--- src/rtl/eh2_btb_upd_pkg.sv ---
// Shared types for the BTB write-port scheduler: FSM state, per-thread update
// request record and the BTB geometry it is built around.
package eh2_btb_upd_pkg;

    localparam int EH2_IDX_W  = 8;
    localparam int EH2_BTAG_W = 5;
    localparam int EH2_DATA_W = 22;
    localparam int BTB_SETS   = 2**EH2_IDX_W;

    typedef enum logic {INIT, ARB} eh2_btb_upd_state_t;

    typedef struct packed {
        logic [EH2_IDX_W-1:0]  index;
        logic [EH2_BTAG_W-1:0] tag;
        logic [EH2_DATA_W-1:0] data;
        logic                  set;
    } eh2_btb_upd_req_t;

endpackage

--- src/rtl/eh2_btb_upd_rr_arb.sv ---
// Two-requester round-robin arbiter; the priority pointer flips only when both
// requesters contend and the grant is actually consumed (advance).
module eh2_btb_upd_rr_arb (
    input  logic       clk,
    input  logic       rst_l,
    input  logic [1:0] req,
    input  logic       advance,
    output logic [1:0] grant
);

    logic r_prio;

    always_comb begin
        grant = '0;
        unique case (req)
            2'b01:   grant = 2'b01;
            2'b10:   grant = 2'b10;
            2'b11:   grant[r_prio] = 1'b1;
            default: grant = '0;
        endcase
    end

    always_ff @(posedge clk) begin
        if (!rst_l) begin
            r_prio <= 1'b0;
        end else if (advance && (&req)) begin
            r_prio <= ~r_prio;
        end
    end

endmodule

--- src/rtl/eh2_btb_upd_sched.sv ---
// BTB write-port scheduler: invalidate sweep after reset/flush, then per-thread
// one-entry hold registers drained through a round-robin arbiter.
// Optional per-thread stall counters: define RV_BTB_UPD_STALL_CNT_EN.
module eh2_btb_upd_sched
    import eh2_btb_upd_pkg::*;
#(
    parameter int BTB_ADDR_HI   = 9,
    parameter int BTB_ADDR_LO   = 2,
    parameter int BTB_BTAG_SIZE = 5,
    parameter int DATA_W        = 22,
    localparam int IDX_W        = BTB_ADDR_HI - BTB_ADDR_LO + 1
) (
    input  logic                          clk,
    input  logic                          rst_l,
    input  logic                          init_req,
    input  logic [1:0]                    upd_valid,
    output logic [1:0]                    upd_ready,
    input  logic [1:0][IDX_W-1:0]         upd_index,
    input  logic [1:0][BTB_BTAG_SIZE-1:0] upd_tag,
    input  logic [1:0][DATA_W-1:0]        upd_data,
    input  logic [1:0]                    upd_set,
    output logic                          wr_en,
    output logic [IDX_W-1:0]              wr_index,
    output logic [BTB_BTAG_SIZE-1:0]      wr_tag,
    output logic [DATA_W-1:0]             wr_data,
    output logic                          wr_vld,
    output logic                          wr_tid,
    output logic                          init_busy
`ifdef RV_BTB_UPD_STALL_CNT_EN
    ,
    output logic [1:0][15:0]              stall_cnt
`endif
);

    eh2_btb_upd_state_t     r_state;
    logic [IDX_W-1:0]       r_cnt;
    eh2_btb_upd_req_t [1:0] r_hold;
    logic [1:0]             r_hold_v;

    logic                   w_arb_go;
    logic [1:0]             w_grant;
    logic [1:0]             w_gnt;
    logic [1:0]             w_ready;
    logic [1:0]             w_accept;
    logic                   w_gtid;
    eh2_btb_upd_req_t       w_sel;

    // A flush request in ARB kills the grant and closes both inputs this cycle.
    assign w_arb_go = (r_state == ARB) && !init_req;
    assign w_gnt    = w_grant & {2{w_arb_go}};
    assign w_ready  = {2{w_arb_go}} & (~r_hold_v | w_grant);
    assign w_accept = upd_valid & w_ready;
    assign w_gtid   = w_grant[1];
    assign w_sel    = r_hold[w_gtid];

    eh2_btb_upd_rr_arb u_arb (
        .clk     (clk),
        .rst_l   (rst_l),
        .req     (r_hold_v),
        .advance (w_arb_go),
        .grant   (w_grant)
    );

    always_ff @(posedge clk) begin
        if (!rst_l) begin
            r_state  <= INIT;
            r_cnt    <= '0;
            r_hold_v <= '0;
        end else begin
            unique case (r_state)
                INIT: begin
                    r_hold_v <= '0;
                    if (init_req) begin
                        r_cnt <= '0;
                    end else if (&r_cnt) begin
                        r_state <= ARB;
                        r_cnt   <= '0;
                    end else begin
                        r_cnt <= r_cnt + 1'b1;
                    end
                end
                ARB: begin
                    if (init_req) begin
                        r_state  <= INIT;
                        r_cnt    <= '0;
                        r_hold_v <= '0;
                    end else begin
                        r_hold_v <= w_accept | (r_hold_v & ~w_gnt);
                    end
                end
                default: r_state <= INIT;
            endcase
        end
    end

    always_ff @(posedge clk) begin
        for (int unsigned t = 0; t < 2; t++) begin
            if (w_accept[t]) begin
                r_hold[t].index <= upd_index[t];
                r_hold[t].tag   <= upd_tag[t];
                r_hold[t].data  <= upd_data[t];
                r_hold[t].set   <= upd_set[t];
            end
        end
    end

    always_comb begin
        wr_en     = 1'b0;
        wr_index  = '0;
        wr_tag    = '0;
        wr_data   = '0;
        wr_vld    = 1'b0;
        wr_tid    = 1'b0;
        upd_ready = '0;
        init_busy = 1'b1;
        if (rst_l) begin
            init_busy = (r_state == INIT);
            if (r_state == INIT) begin
                wr_en    = 1'b1;
                wr_index = r_cnt;
            end else begin
                upd_ready = w_ready;
                wr_en     = |w_gnt;
                wr_index  = w_sel.index;
                wr_tag    = w_sel.tag;
                wr_data   = w_sel.data;
                wr_vld    = w_sel.set;
                wr_tid    = w_gtid;
            end
        end
    end

`ifdef RV_BTB_UPD_STALL_CNT_EN
    logic [1:0][15:0] r_stall;

    always_ff @(posedge clk) begin
        for (int unsigned t = 0; t < 2; t++) begin
            if (!rst_l || init_req) begin
                r_stall[t] <= '0;
            end else if ((r_state == ARB) && r_hold_v[t] && !w_grant[t] && (r_stall[t] != '1)) begin
                r_stall[t] <= r_stall[t] + 1'b1;
            end
        end
    end

    assign stall_cnt = r_stall;
`endif

endmodule
--- config.mk ---
export PLATFORM = sky130hd
export DESIGN_NAME = eh2_btb_upd_sched
export DESIGN_NICKNAME = d
export VERILOG_FILES = /design/src/rtl/eh2_btb_upd_pkg.sv /design/src/rtl/eh2_btb_upd_rr_arb.sv /design/src/rtl/eh2_btb_upd_sched.sv
export SDC_FILE = /design/constraint.sdc
export NUM_CORES = 1
export LEC_CHECK = 0
export BUFFER_PORTS_ARGS = -buffer_cell sky130_fd_sc_hd__buf_4
export CORE_AREA = 2 2 102 104
export CTS_CLUSTER_DIAMETER = 60
export CTS_CLUSTER_SIZE = 30
export DETAILED_ROUTE_END_ITERATION = 12
export DIE_AREA = 0 0 104 106
export GPL_TIMING_DRIVEN = 1
export PLACE_DENSITY = 0.6
export SKIP_LAST_GASP = 1
export SLEW_MARGIN = 0
export SYNTH_ARGS = -nofsm -noshare
export SYNTH_HDL_FRONTEND = slang
export SYNTH_SLANG_ARGS = --single-unit
--- constraint.sdc ---
create_clock -name clk -period 10.7 [get_ports clk]
set_input_delay 3.21 -clock clk [delete_from_list [all_inputs] [get_ports clk]]
set_output_delay 3.21 -clock clk [all_outputs]
set_load 0.02 [all_outputs]
# Yosys cells after proc, flatten, opt, wreduce, memory -nomap -nowiden
# Cells that the tools add are included.
# Widths: inputs -> output; s select.
word_totals:
  regBits: 84
  inputBits: 77
  output_inout_bits: 41
  wordCells: 67
op_classes:
  n_addsub: 1
  magnitude_cmp: 3
  eq_ne: 4
  muxes: 30
  bitwise: 10
  n_reduce_logical: 7
ops:
  columns: ["cell", "n"]
  rows:
  - ["$mux 36", 2]
  - ["$mux 22", 2]
  - ["$mux 8", 5]
  - ["$pmux 8 s2", 1]
  - ["$mux 1", 11]
  - ["$mux 5", 2]
  - ["$add 8x1->8 const B", 1]
  - ["$and 2x2->2", 4]
  - ["$reduce_and 8->1", 1]
  - ["$mux 2", 3]
  - ["$pmux 2 s3", 1]
  - ["$eq 2x2->1 const B", 2]
  - ["$lt 1x2->1 const B", 2]
  - ["$not 2->2", 2]
  - ["$or 2x2->2", 2]
  - ["$pmux 2 s2", 1]
  - ["$logic_and 1x1->1", 3]
  - ["$eq 2x1->1 const B", 1]
  - ["$ne 2x2->1 const B", 1]
  - ["$not 1->1", 2]
  - ["$pmux 1 s2", 1]
  - ["$reduce_and 2->1", 1]
  - ["$reduce_or 2->1", 1]
  - ["$demux 1 s1", 1]
  - ["2 further kinds", 2]

# Logic depth before layout (Yosys ltp)
# Gate-level depths: netlist of run 1.
logic_depth:
  depth_word: 11
  ltp_mapped: 6
  ltp_nobuf: 5

# Hierarchy
# A second synthesis of run 1 with hierarchy kept.
unflattened:
  hier_cells: 234
  area_unflattened_um2: 3400.8
modules_own_cells:
  columns: ["module", "n_inst", "cells_each", "area_per_inst_um2", "seq_area_each_um2"]
  rows:
  - ["eh2_btb_upd_sched", 1, 226, 3337.0, 2382.3]
  - ["eh2_btb_upd_rr_arb", 1, 8, 63.8, 20.0]

# Least setup slack after synthesis of run 1
# OpenSTA, ideal clock, no wires.
synth_timing:
  path_type: "input to output"
  startpoint: "in rst_l"
  endpoint: "out wr_index[0]"
  arrival_ns: 3.999
  required_ns: 7.490
  path_slack_ns: 3.491
  stages: 2
  path_buffers: 0
  cell_sequence: "clkinv_1 > a311oi_1"
synth_via:
  elab_chain_cells: 1
synth_lines:
  columns: ["item", "line_no", "rtl"]
  rows:
  - ["start: declaration", "eh2_btb_upd_sched.sv:14", "input logic rst_l,"]
  - ["$mux 8", "eh2_btb_upd_sched.sv:116", "if (rst_l) begin"]
  - ["end: declaration", "eh2_btb_upd_sched.sv:23", "output logic [IDX_W-1:0] wr_index,"]
# No other way between the ends.

# Worst setup path in the final report of run 1
layout_timing:
  startpoint: "in rst_l"
  endpoint: "out wr_data[14]"
layout_via:
  elab_chain_cells: 1
layout_lines:
  columns: ["item", "line_no", "rtl"]
  rows:
  - ["$mux 22", "eh2_btb_upd_sched.sv:116", null]
  - ["end: declaration", "eh2_btb_upd_sched.sv:25", "output logic [DATA_W-1:0] wr_data,"]
# No other way between the ends.

==> results.toml, run 1 <==
[yosys]
synth_top_cell_by_area = "edfxtp_1"
ys_top_cells_by_area = "edfxtp_1, nand2_1, dfxtp_1, a21oi_1, nor2_1"
synth_cells = 276
syn_nets = 354
synth.cell_area_um2 = 3370
ys_seq_area_share_pct = 71.3
ys_types = 34
yosys_warnings = 0
syn_avg_cell_area_um2 = 12.2
synth_seq_cells = 84
synth_top_area_share_pct = 64.2

[floorplanning]
ios = 118
dieArea_um2 = 11000
initial_utilization_pct = 33.7
rows = 37
chipWidth_um = 104
die_h_um = 106
core_um2 = 10000

[clocking]
clkSinkCount = 84
cts_max_path_buffers = 2
ctsRootBufferMaster = "clkbuf_8"
cts.clk_slew.worst_paths_ns = 0.08
cts_tree = "built"
ctsResizeCount = 0
htree_levels = 3
clkLatencyLatePin_ns = 0.36
tritoncts.num_buffers = 9
cts_setup_buffers = 0
hold_buffers = 0

[drt]
post_drt_via_cell_ratio = 4.61
num_vias = 2455
final_antenna_net_count = 0
dr.first_iter.drc_count = 93
first_pass_iters = 4
post-route-drc-count = 0
post_drt_wl_per_cell_um = 15.2
drt_wl_total_mm = 8.10

[critical_path]
required_ns = 7.49
r2r_slack_ns = 8.06
cp_max_fo = 30
regToRegStartpoint = "r_state"
start_kind = "input port"
arrival_ns = 4.66
crit_type = "input port to primary output"
rr_worst_depth = 3
cp-end-kind = "primary output"
rr_endpoint = "r_hold[52]"

[sta]
finalCriticalPeriod_ns = 7.87
rsz0062_at_grt = "false"
fmax_mhz = 127
worst_pin_slew_ns = 1.20
slew_headroom_pct = 19.6
hold_ws_ns = 0.575
hold_viol = 0
setup_tns_ns = 0
min_period_over_period_pct = 73.5
drv_slew = 0
fin_skew_ns = 0.0102
setup_viol = 0

[power]
p_leak_nw = 1.76
p_switching_w = 0.000125
ir_worst_vdd_mv = 0.0881
p_sw_share_pct = 21.4
power.internal_w = 0.000458
seqPwrFrac_pct = 61.0
combPwrFrac_pct = 4.5
power_frac_clock_pct = 34.5
power_density_nw_per_um2 = 128

[global_route]
antenna_found_initial = 0
grt_max_degree = 38
grt_pass1_wl_mm = 12.6
grt_use_total_pct = 15.1
grt_pass1_vias = 2448
grt_overflow = 0

[layout]
fillers = 982
area_delta_synth_final_pct = 34.8
drive_gt1_share_pct = 35.4
fin_area_um2 = 4540
final_cell_mix = "buf_4, nand2_1, edfxtp_1"
final_util_pct = 45.4
final_nets = 469
layout_commonest_cell = "buf_4"
n_antenna_cell = 0

[placement]
io_buffers = 117
placed_area_um2 = 4370
dpl.hpwl_mm = 5.15
place_congestion = 0.758

[hold_path]
min_path_cells = 2
hp-class = "flop to flop"
worstHoldStart = "r_cnt[7]"
hold-path-endpoint = "r_cnt[7]"

[run]
maxCapViolations = 0

[status]
outcome = "complete, no violations"
-- routing by layer --
metal	up-vias	track usage, %	wire length, um
li1	1209	-	-
met1	1170	17.3	3350
met2	70	26.3	4260
met3	6	6.01	420
met4	0	4.34	75
met5	-	0	0
-- Yosys cell counts --
| library cell | n |
|---|---|
| dfxtp_1 | 12 |
| a31oi_1 | 4 |
| nand2b_1 | 1 |
| a21oi_1 | 29 |
| xnor2_1 | 4 |
| a311oi_2 | 2 |
| clkbuf_1 | 5 |
| o21bai_1 | 1 |
| nor2_1 | 23 |
| buf_6 | 1 |
| inv_2 | 1 |
| a21o_1 | 1 |
| nor2b_1 | 2 |
| inv_1 | 2 |
| a21boi_4 | 1 |
| xor2_1 | 2 |
| and3_1 | 3 |
| o21ai_0 | 1 |
| o21ai_1 | 1 |
| nand2_1 | 78 |
| nor3_1 | 2 |
| nand3_1 | 5 |
| nand4_1 | 1 |
| a311oi_1 | 6 |
| buf_2 | 6 |
| o21ai_4 | 1 |
| nor3b_1 | 2 |
| mux2i_1 | 1 |
| o22a_1 | 1 |
| clkinv_1 | 1 |
| buf_4 | 2 |
| ha_1 | 1 |
| o22ai_1 | 1 |
| edfxtp_1 | 72 |
-- flip-flops by register name (all words and copies together) (netlist names) --
| name | flops |
|---|---|
| r_hold | 72 |
| r_hold_v | 2 |
| u_arb.r_prio | 1 |
| r_cnt | 8 |
| r_state | 1 |
-- final cells by class --
type                            instances  area [um2]  share of cell area, %
Inverter                                4        15.0                  0.331
Tap cell                              136         170                   3.75
Clock inverter                          6        41.3                  0.909
Timing Repair Buffer                  118         886                   19.5
Clock buffer                           10         128                   2.81
Sequential cell                        84        2400                   52.9
Multi-Input combinational cell        174         898                   19.8
-- power by group through the flow --
| stage | registers [W] | logic [W] | clock network, W |
|---|---|---|---|
| finish | 0.000355 | 0.0000262 | 0.000201 |
| global route | 0.000355 | 0.0000285 | 0.000224 |
| CTS | 0.000355 | 0.0000266 | 0.000210 |
| detailed placement | 0.000363 | 0.0000265 | 0 |
| global placement | 0.000363 | 0.0000257 | 0 |
| floorplan | 0.000363 | 0.00000337 | 0 |
-- logic make-up (layout without fill, tap and decap cells) --
kind of cell               count (synthesis)  count (layout)  synth area share, %
DFF                                       84              84                 71.3
AOI/OAI and AO/OA                         49              49                 9.73
buffers and inverters                     18             138                 2.67
xor gates and xnor gates                   6               6                 1.56
adders and majority gates                  1               1                0.371
and+or+nand+nor                          117             117                 14.0
muxes                                      1               1                0.297
-- how the worst max path moves through the flow --
stage / cells past startpoint / slack, ns / startpoint / endpoint
2_1_floorplan: 2 / 3.49 / rst_l / wr_index[0]
3_3_place_gp: 4 / 2.83 / rst_l / wr_data[14]
3_5_place_dp: 4 / 2.77 / rst_l / wr_data[14]
4_1_cts: 4 / 2.77 / rst_l / wr_data[14]
5_1_grt: 4 / 2.71 / rst_l / wr_data[14]
6_report: 4 / 2.83 / rst_l / wr_data[14]
-- worst max-delay path, cell delays in order --
cell     delay [ns]
buf_4          0.10
nand2_1        0.67
a21oi_1        0.46
buf_4          0.21
-- stage by stage --
step | worst slack [ns] | power (W) | instances
after detailed placement | 2.77 | 0.000389 | 516
final | 2.83 | 0.000583 | 532
after CTS | 2.77 | 0.000592 | 532
after global routing | 2.71 | 0.000608 | 532
after floorplan | 3.49 | 0.000366 | 276
after global placement | 2.83 | 0.000388 | 516
Power figures use the tool's default switching activity.
==> run 2: changes to the inputs <==
--- a/config.mk
+++ b/config.mk
@@ -12,7 +12,7 @@
 export DETAILED_ROUTE_END_ITERATION = 12
 export DIE_AREA = 0 0 104 106
 export GPL_TIMING_DRIVEN = 1
-export PLACE_DENSITY = 0.6
+export PLACE_DENSITY = 0.62
 export SKIP_LAST_GASP = 1
 export SLEW_MARGIN = 0
 export SYNTH_ARGS = -nofsm -noshare
==> constraint.sdc (replaced) <==
create_clock -name clk -period 6.7 [get_ports clk]
set_input_delay 2.01 -clock clk [delete_from_list [all_inputs] [get_ports clk]]
set_output_delay 2.01 -clock clk [all_outputs]
set_load 0.02 [all_outputs]
==> run 2 against run 1 <==
  * Total power up 64%
  * Clock skew up 0.0027 ns
  * Global-route usage down 0.61 points
  * Via count unchanged
  * Combinational power up 61%
  * Routed wire length down 2.0%
  * Die area unchanged
  * Critical endpoint is now wr_data[17]
  * Critical path type unchanged
==> results.toml, run 2 (synthesized netlist as in run 1, its figures left out) <==
[layout]
fillers = 962
final_nets = 470
regMostFlops = "r_hold"
top_regs = "r_hold x72, r_cnt x8, r_hold_v x2"
final_cell_mix = "buf_4, nand2_1, edfxtp_1"
drive_gt1_share_pct = 35.0
layout_commonest_cell = "buf_4"
area_delta_synth_final_pct = 35.5
final_util_pct = 45.6
largest_reg_flops = 72
n_antenna_cell = 0

[power]
seqPwrFrac_pct = 59.2
power_density_nw_per_um2 = 210
power_frac_clock_pct = 36.4
p_sw_share_pct = 19.7
ir_worst_vdd_mv = 0.112
power.internal_w = 0.000769
combPwrFrac_pct = 4.4
p_switching_w = 0.000189
p_leak_nw = 1.76
total_power_w = 0.000958

[sta]
setup_tns_ns = 0
min_period_over_period_pct = 77.6
fin_skew_ns = 0.0129
hold_viol = 0
fmax_mhz = 192
drv_slew = 0
finalCriticalPeriod_ns = 5.20
slew_headroom_pct = 25.3
worst_pin_slew_ns = 1.12
rsz0062_at_grt = "false"
setup_viol = 0

[global_route]
grt_overflow = 0
antenna_found_initial = 0
grt_use_total_pct = 14.5
grt_pass1_wl_mm = 12.4
grt_pass1_vias = 2425
grt_max_degree = 38

[critical_path]
required_ns = 4.69
cp-end-kind = "primary output"
crit_type = "input port to primary output"
arrival_ns = 3.19
cp_max_fo = 16
start_kind = "input port"

[clocking]
cts_max_path_buffers = 2
tritoncts.num_buffers = 9
cts.clk_slew.worst_paths_ns = 0.09
clkSinkCount = 84
ctsRootBufferMaster = "clkbuf_8"
hold_buffers = 0
cts_tree = "built"
htree_levels = 3
ctsResizeCount = 0
cts_setup_buffers = 0
clkLatencyLatePin_ns = 0.34

[floorplanning]
rows = 37
ios = 118
core_um2 = 10000
die_h_um = 106
initial_utilization_pct = 33.7
dieArea_um2 = 11000
chipWidth_um = 104

[drt]
post-route-drc-count = 0
first_pass_iters = 4
drt_wl_total_mm = 7.94
dr.first_iter.drc_count = 74
post_drt_wl_per_cell_um = 14.9
post_drt_via_cell_ratio = 4.61
final_antenna_net_count = 0
num_vias = 2455

[placement]
io_buffers = 117
place_congestion = 0.725
dpl.hpwl_mm = 5.15

[status]
outcome = "complete, no violations"

[run]
maxCapViolations = 0

[hold_path]
hp-class = "flop to flop"
[run 2: cell count changes in the layout (fill, tap and decap cells not counted), sizes merged]
cell,delta
clkinv,-5
clkbuf,+2
clkinvlp,+2
buf,+1
bufinv,+1
[run 2: layer usage]
layer | part of all wire, % | track usage [%] | vias up
li1 | - | - | 1207
met1 | 44 | 18.1 | 1155
met2 | 49 | 23.7 | 87
met3 | 6.8 | 4.78 | 6
met4 | 0.76 | 5.31 | 0
met5 | 0 | 0 | -
[run 2: worst paths after layout]
kind,depth (start not counted),to,start,slack [ns]
hold / removal,2,r_cnt[7],r_cnt[7],0.55
hold reg to reg,2,r_cnt[7],r_cnt[7],0.55
setup reg to reg,3,r_hold[63],r_state,4.04
setup / recovery,5,wr_data[17],rst_l,1.50
[run 2: worst max-delay path: stages]
cell	delay [ns]
buf_4	0.11
nand2_1	0.34
buf_4	0.39
a21oi_1	0.16
buf_4	0.17
[run 2: per-stage QoR]
| stage | hold slack, ns | area [um2] | std cells | worst slack (ns) |
|---|---|---|---|---|
| finish | 0.548 | 4560 | 533 | 1.50 |
| global route | 0.593 | 4560 | 533 | 1.34 |
| CTS | 0.555 | 4560 | 533 | 1.43 |
| detailed placement | 0.532 | 4380 | 517 | 1.44 |
| global placement | 0.531 | 4380 | 517 | 1.49 |
| floorplan | 0.500 | 3370 | 276 | 1.89 |
[run 2: power by group through the flow]
stage | Sequential (W) | Combinational (W) | Clock (W)
final | 0.000567 | 0.0000421 | 0.000349
after global routing | 0.000567 | 0.0000457 | 0.000385
after CTS | 0.000567 | 0.0000426 | 0.000365
after detailed placement | 0.000579 | 0.0000425 | 0
after global placement | 0.000579 | 0.0000417 | 0
after floorplan | 0.000579 | 0.00000538 | 0
[run 2: cell type report]
| cell class | instances | area (um2) | area share [%] |
|---|---|---|---|
| clock inverters | 4 | 50.0 | 1.10 |
| multi-input cells | 174 | 898 | 19.7 |
| flip-flops and latches | 84 | 2400 | 52.6 |
| inverters | 4 | 15.0 | 0.329 |
| clock buffers | 12 | 135 | 2.96 |
| well taps | 136 | 170 | 3.73 |
| repair buffers | 119 | 893 | 19.6 |
==> run 3: changes to the inputs <==
--- a/config.mk
+++ b/config.mk
@@ -5,14 +5,15 @@
 export SDC_FILE = /design/constraint.sdc
 export NUM_CORES = 1
 export LEC_CHECK = 0
+export ABC_AREA = 1
 export BUFFER_PORTS_ARGS = -buffer_cell sky130_fd_sc_hd__buf_4
-export CORE_AREA = 2 2 102 104
+export CORE_AREA = 2 2 103 105
 export CTS_CLUSTER_DIAMETER = 60
 export CTS_CLUSTER_SIZE = 30
 export DETAILED_ROUTE_END_ITERATION = 12
-export DIE_AREA = 0 0 104 106
+export DIE_AREA = 0 0 105 107
 export GPL_TIMING_DRIVEN = 1
-export PLACE_DENSITY = 0.62
+export PLACE_DENSITY = 0.63
 export SKIP_LAST_GASP = 1
 export SLEW_MARGIN = 0
 export SYNTH_ARGS = -nofsm -noshare
==> constraint.sdc (replaced) <==
create_clock -name clk -period 4.3 [get_ports clk]
set_input_delay 1.29 -clock clk [delete_from_list [all_inputs] [get_ports clk]]
set_output_delay 1.29 -clock clk [all_outputs]
set_load 0.02 [all_outputs]
==> run 3 against run 2 <==
  * Routed wire length increased by 2.0%
  * Core utilization increased by 0.46 points
  * Hold slack got worse by 0.054 ns
  * Critical path depth increased by 1
  * Sequential power increased by 56%
  * Clock power increased by 59%
  * First-iteration DRC count increased by 65%
  * Clock skew decreased by 0.0055 ns
  * Worst setup slack got worse by 0.90 ns
  * Area after synthesis increased by 3.9%
  * Sequential share of layout area decreased by 1.0 points
==> results.toml, run 3 <==
[status]
outcome = "complete, no violations"

[layout]
n_antenna_cell = 0
stdcell_count = 567
layout_commonest_cell = "buf_4"
final_cell_mix = "buf_4, edfxtp_1, nor2_1"
area_delta_synth_final_pct = 33.0
drive_gt1_share_pct = 34.8
largest_reg_flops = 72
final_nets = 504
top_regs = "r_hold x72, r_cnt x8, r_hold_v x2"
regMostFlops = "r_hold"

[yosys]
ys_seq_area_share_pct = 68.6
synth-compound-area-share_pct = 10.3
synth_mux_area_share_pct = 0
synth_ff_type = "edfxtp_1"
synth_top_area_share_pct = 61.8
ys_types = 26
yosys_warnings = 0
synth-async-reset-ratio_pct = 0
syn_avg_cell_area_um2 = 11.3
ys_top_cells_by_count = "edfxtp_1, nor2_1, o21ai_0"
ys_top_cells_by_area = "edfxtp_1, nor2_1, dfxtp_1, o21ai_0, nand2_1"
synth-simple-area-share_pct = 15.4
synth_top_family_by_area = "simple AND/OR/NAND/NOR gates"
synth_fa_ha_area_share_pct = 0.358
syn_nets = 388
synth-xor-area-share_pct = 0
synth_seq_cells = 84
synth_top_cell_by_area = "edfxtp_1"
synth_cells = 310
synth.most_common_cell = "edfxtp_1"
synth_edf_count = 72
synth.cell_area_um2 = 3500

[placement]
pre_cts_slack_ns = 0.564
placed_cells = 551
dpl.hpwl_mm = 5.46
io_buffers = 117
place_congestion = 0.785

[drt]
final_antenna_net_count = 0
drt_wl_total_mm = 8.10
first_pass_iters = 4
post_drt_via_cell_ratio = 4.53
num_vias = 2571
dr.first_iter.drc_count = 122
post-route-drc-count = 0
post_drt_wl_per_cell_um = 14.3

[critical_path]
regToRegStartpoint = "r_state"
arrival_ns = 2.40
cp_max_fo = 28
critPathTopFamily = "buffers and inverters"
start_kind = "input port"
cp_num_buf_inv = 3
required_ns = 3.01
critPathSlowestCell = "inv_2"
cp-startpoint = "rst_l"
cp-end-kind = "primary output"
critPathMaxStageDelay_ns = 0.36
crit_top_cell = "buf_4"
crit_type = "input port to primary output"
worstPathCellList = "buf_4 -> nand2_2 -> inv_2 -> o21ai_0 -> nor2_1 -> buf_4"

[floorplanning]
die_h_um = 107
core_um2 = 10100
chipWidth_um = 105
rows = 37
dieArea_um2 = 11200
ios = 118
initial_utilization_pct = 34.7

[sta]
finalCriticalPeriod_ns = 3.69
hold_ws_ns = 0.494
setup_viol = 0
rsz0062_at_grt = "false"
drv_slew = 0
setup_slack_ns = 0.606
slew_headroom_pct = 53.5
min_period_over_period_pct = 85.9
setup_tns_ns = 0
worst_pin_slew_ns = 0.697
fin_skew_ns = 0.00741
fmax_mhz = 271
hold_viol = 0

[clocking]
ctsRootBufferMaster = "clkbuf_8"
clkSinkCount = 84
cts_tree = "built"
clkLatencyLatePin_ns = 0.34
hold_buffers = 0
ctsResizeCount = 0
htree_levels = 3
cts_max_path_buffers = 2
cts_setup_buffers = 0
cts.clk_slew.worst_paths_ns = 0.08
tritoncts.num_buffers = 9

[global_route]
grt_use_total_pct = 14.8
grt_pass1_vias = 2596
antenna_found_initial = 0
grt_max_degree = 39
grt_pass1_wl_mm = 12.8
grt_overflow = 0

[power]
p_leak_nw = 1.81
ir_worst_vdd_mv = 0.271
power_density_nw_per_um2 = 323

[run]
maxCapViolations = 0

[hold_path]
hp-class = "flop to flop"
worstHoldStart = "r_cnt[1]"
-- run 3: cell types whose count changed after synthesis, moves of 11 or more --
cell     delta
nand2_1    -51
nor2_1     +48
o21ai_0    +30
a21oi_1    -17
inv_1      +15
nand3_1    +11
-- run 3: power by group --
part / internal (W) / switching, W
Combinational: 0.0000469 / 0.0000189
Clock: 0.000271 / 0.000284
Sequential: 0.000882 / 0.000000717
-- run 3: per-stage QoR --
stage	cell area [um2]	util, %	power, W
2_1_floorplan	3500	-	0.000911
3_3_place_gp	4460	44.2	0.000966
3_5_place_dp	4460	44.2	0.000968
4_1_cts	4650	46.1	0.00152
5_1_grt	4650	46.1	0.00156
6_report	4650	46.1	0.00150
-- run 3: cell families (layout without fill, tap and decap cells) --
group | Yosys count | in the layout
AOI/OAI and AO/OA | 63 | 63
adders and majority gates | 1 | 1
buffers and inverters | 35 | 156
DFF | 84 | 84
and+or+nand+nor | 127 | 127
-- run 3: path summary, 6_finish.rpt --
| kind | slack (ns) | end | cells past startpoint |
|---|---|---|---|
| worst min register to register | 0.49 | r_cnt[1] | 2 |
| worst max register to register | 1.90 | r_hold[48] | 7 |
| worst min-delay path | 0.49 | r_cnt[1] | 2 |
| worst max-delay path | 0.61 | wr_tag[1] | 6 |
-- run 3: area by class of cell --
type	count	area, um2
clock inverters	5	61.3
flip-flops and latches	84	2400
fillers	979	5440
inverters	20	75.1
multi-input cells	191	912
clock buffers	11	131
well taps	136	170
repair buffers	120	901
-- run 3: worst reg2reg max path, cell delays in order, from the launching register on --
cell and delay [ns]:
dfxtp_1 0.78, inv_2 0.26, nor2_4 0.24, inv_1 0.09
nor2_1 0.11, nand2_1 0.07, inv_1 0.05, buf_4 0.41
-- run 3: layer usage --
layer  track usage [%]  share of wire [%]
met5                 0                  0
met4              4.86               0.57
met3              5.65                8.5
met2              23.5                 47
met1              18.8                 44
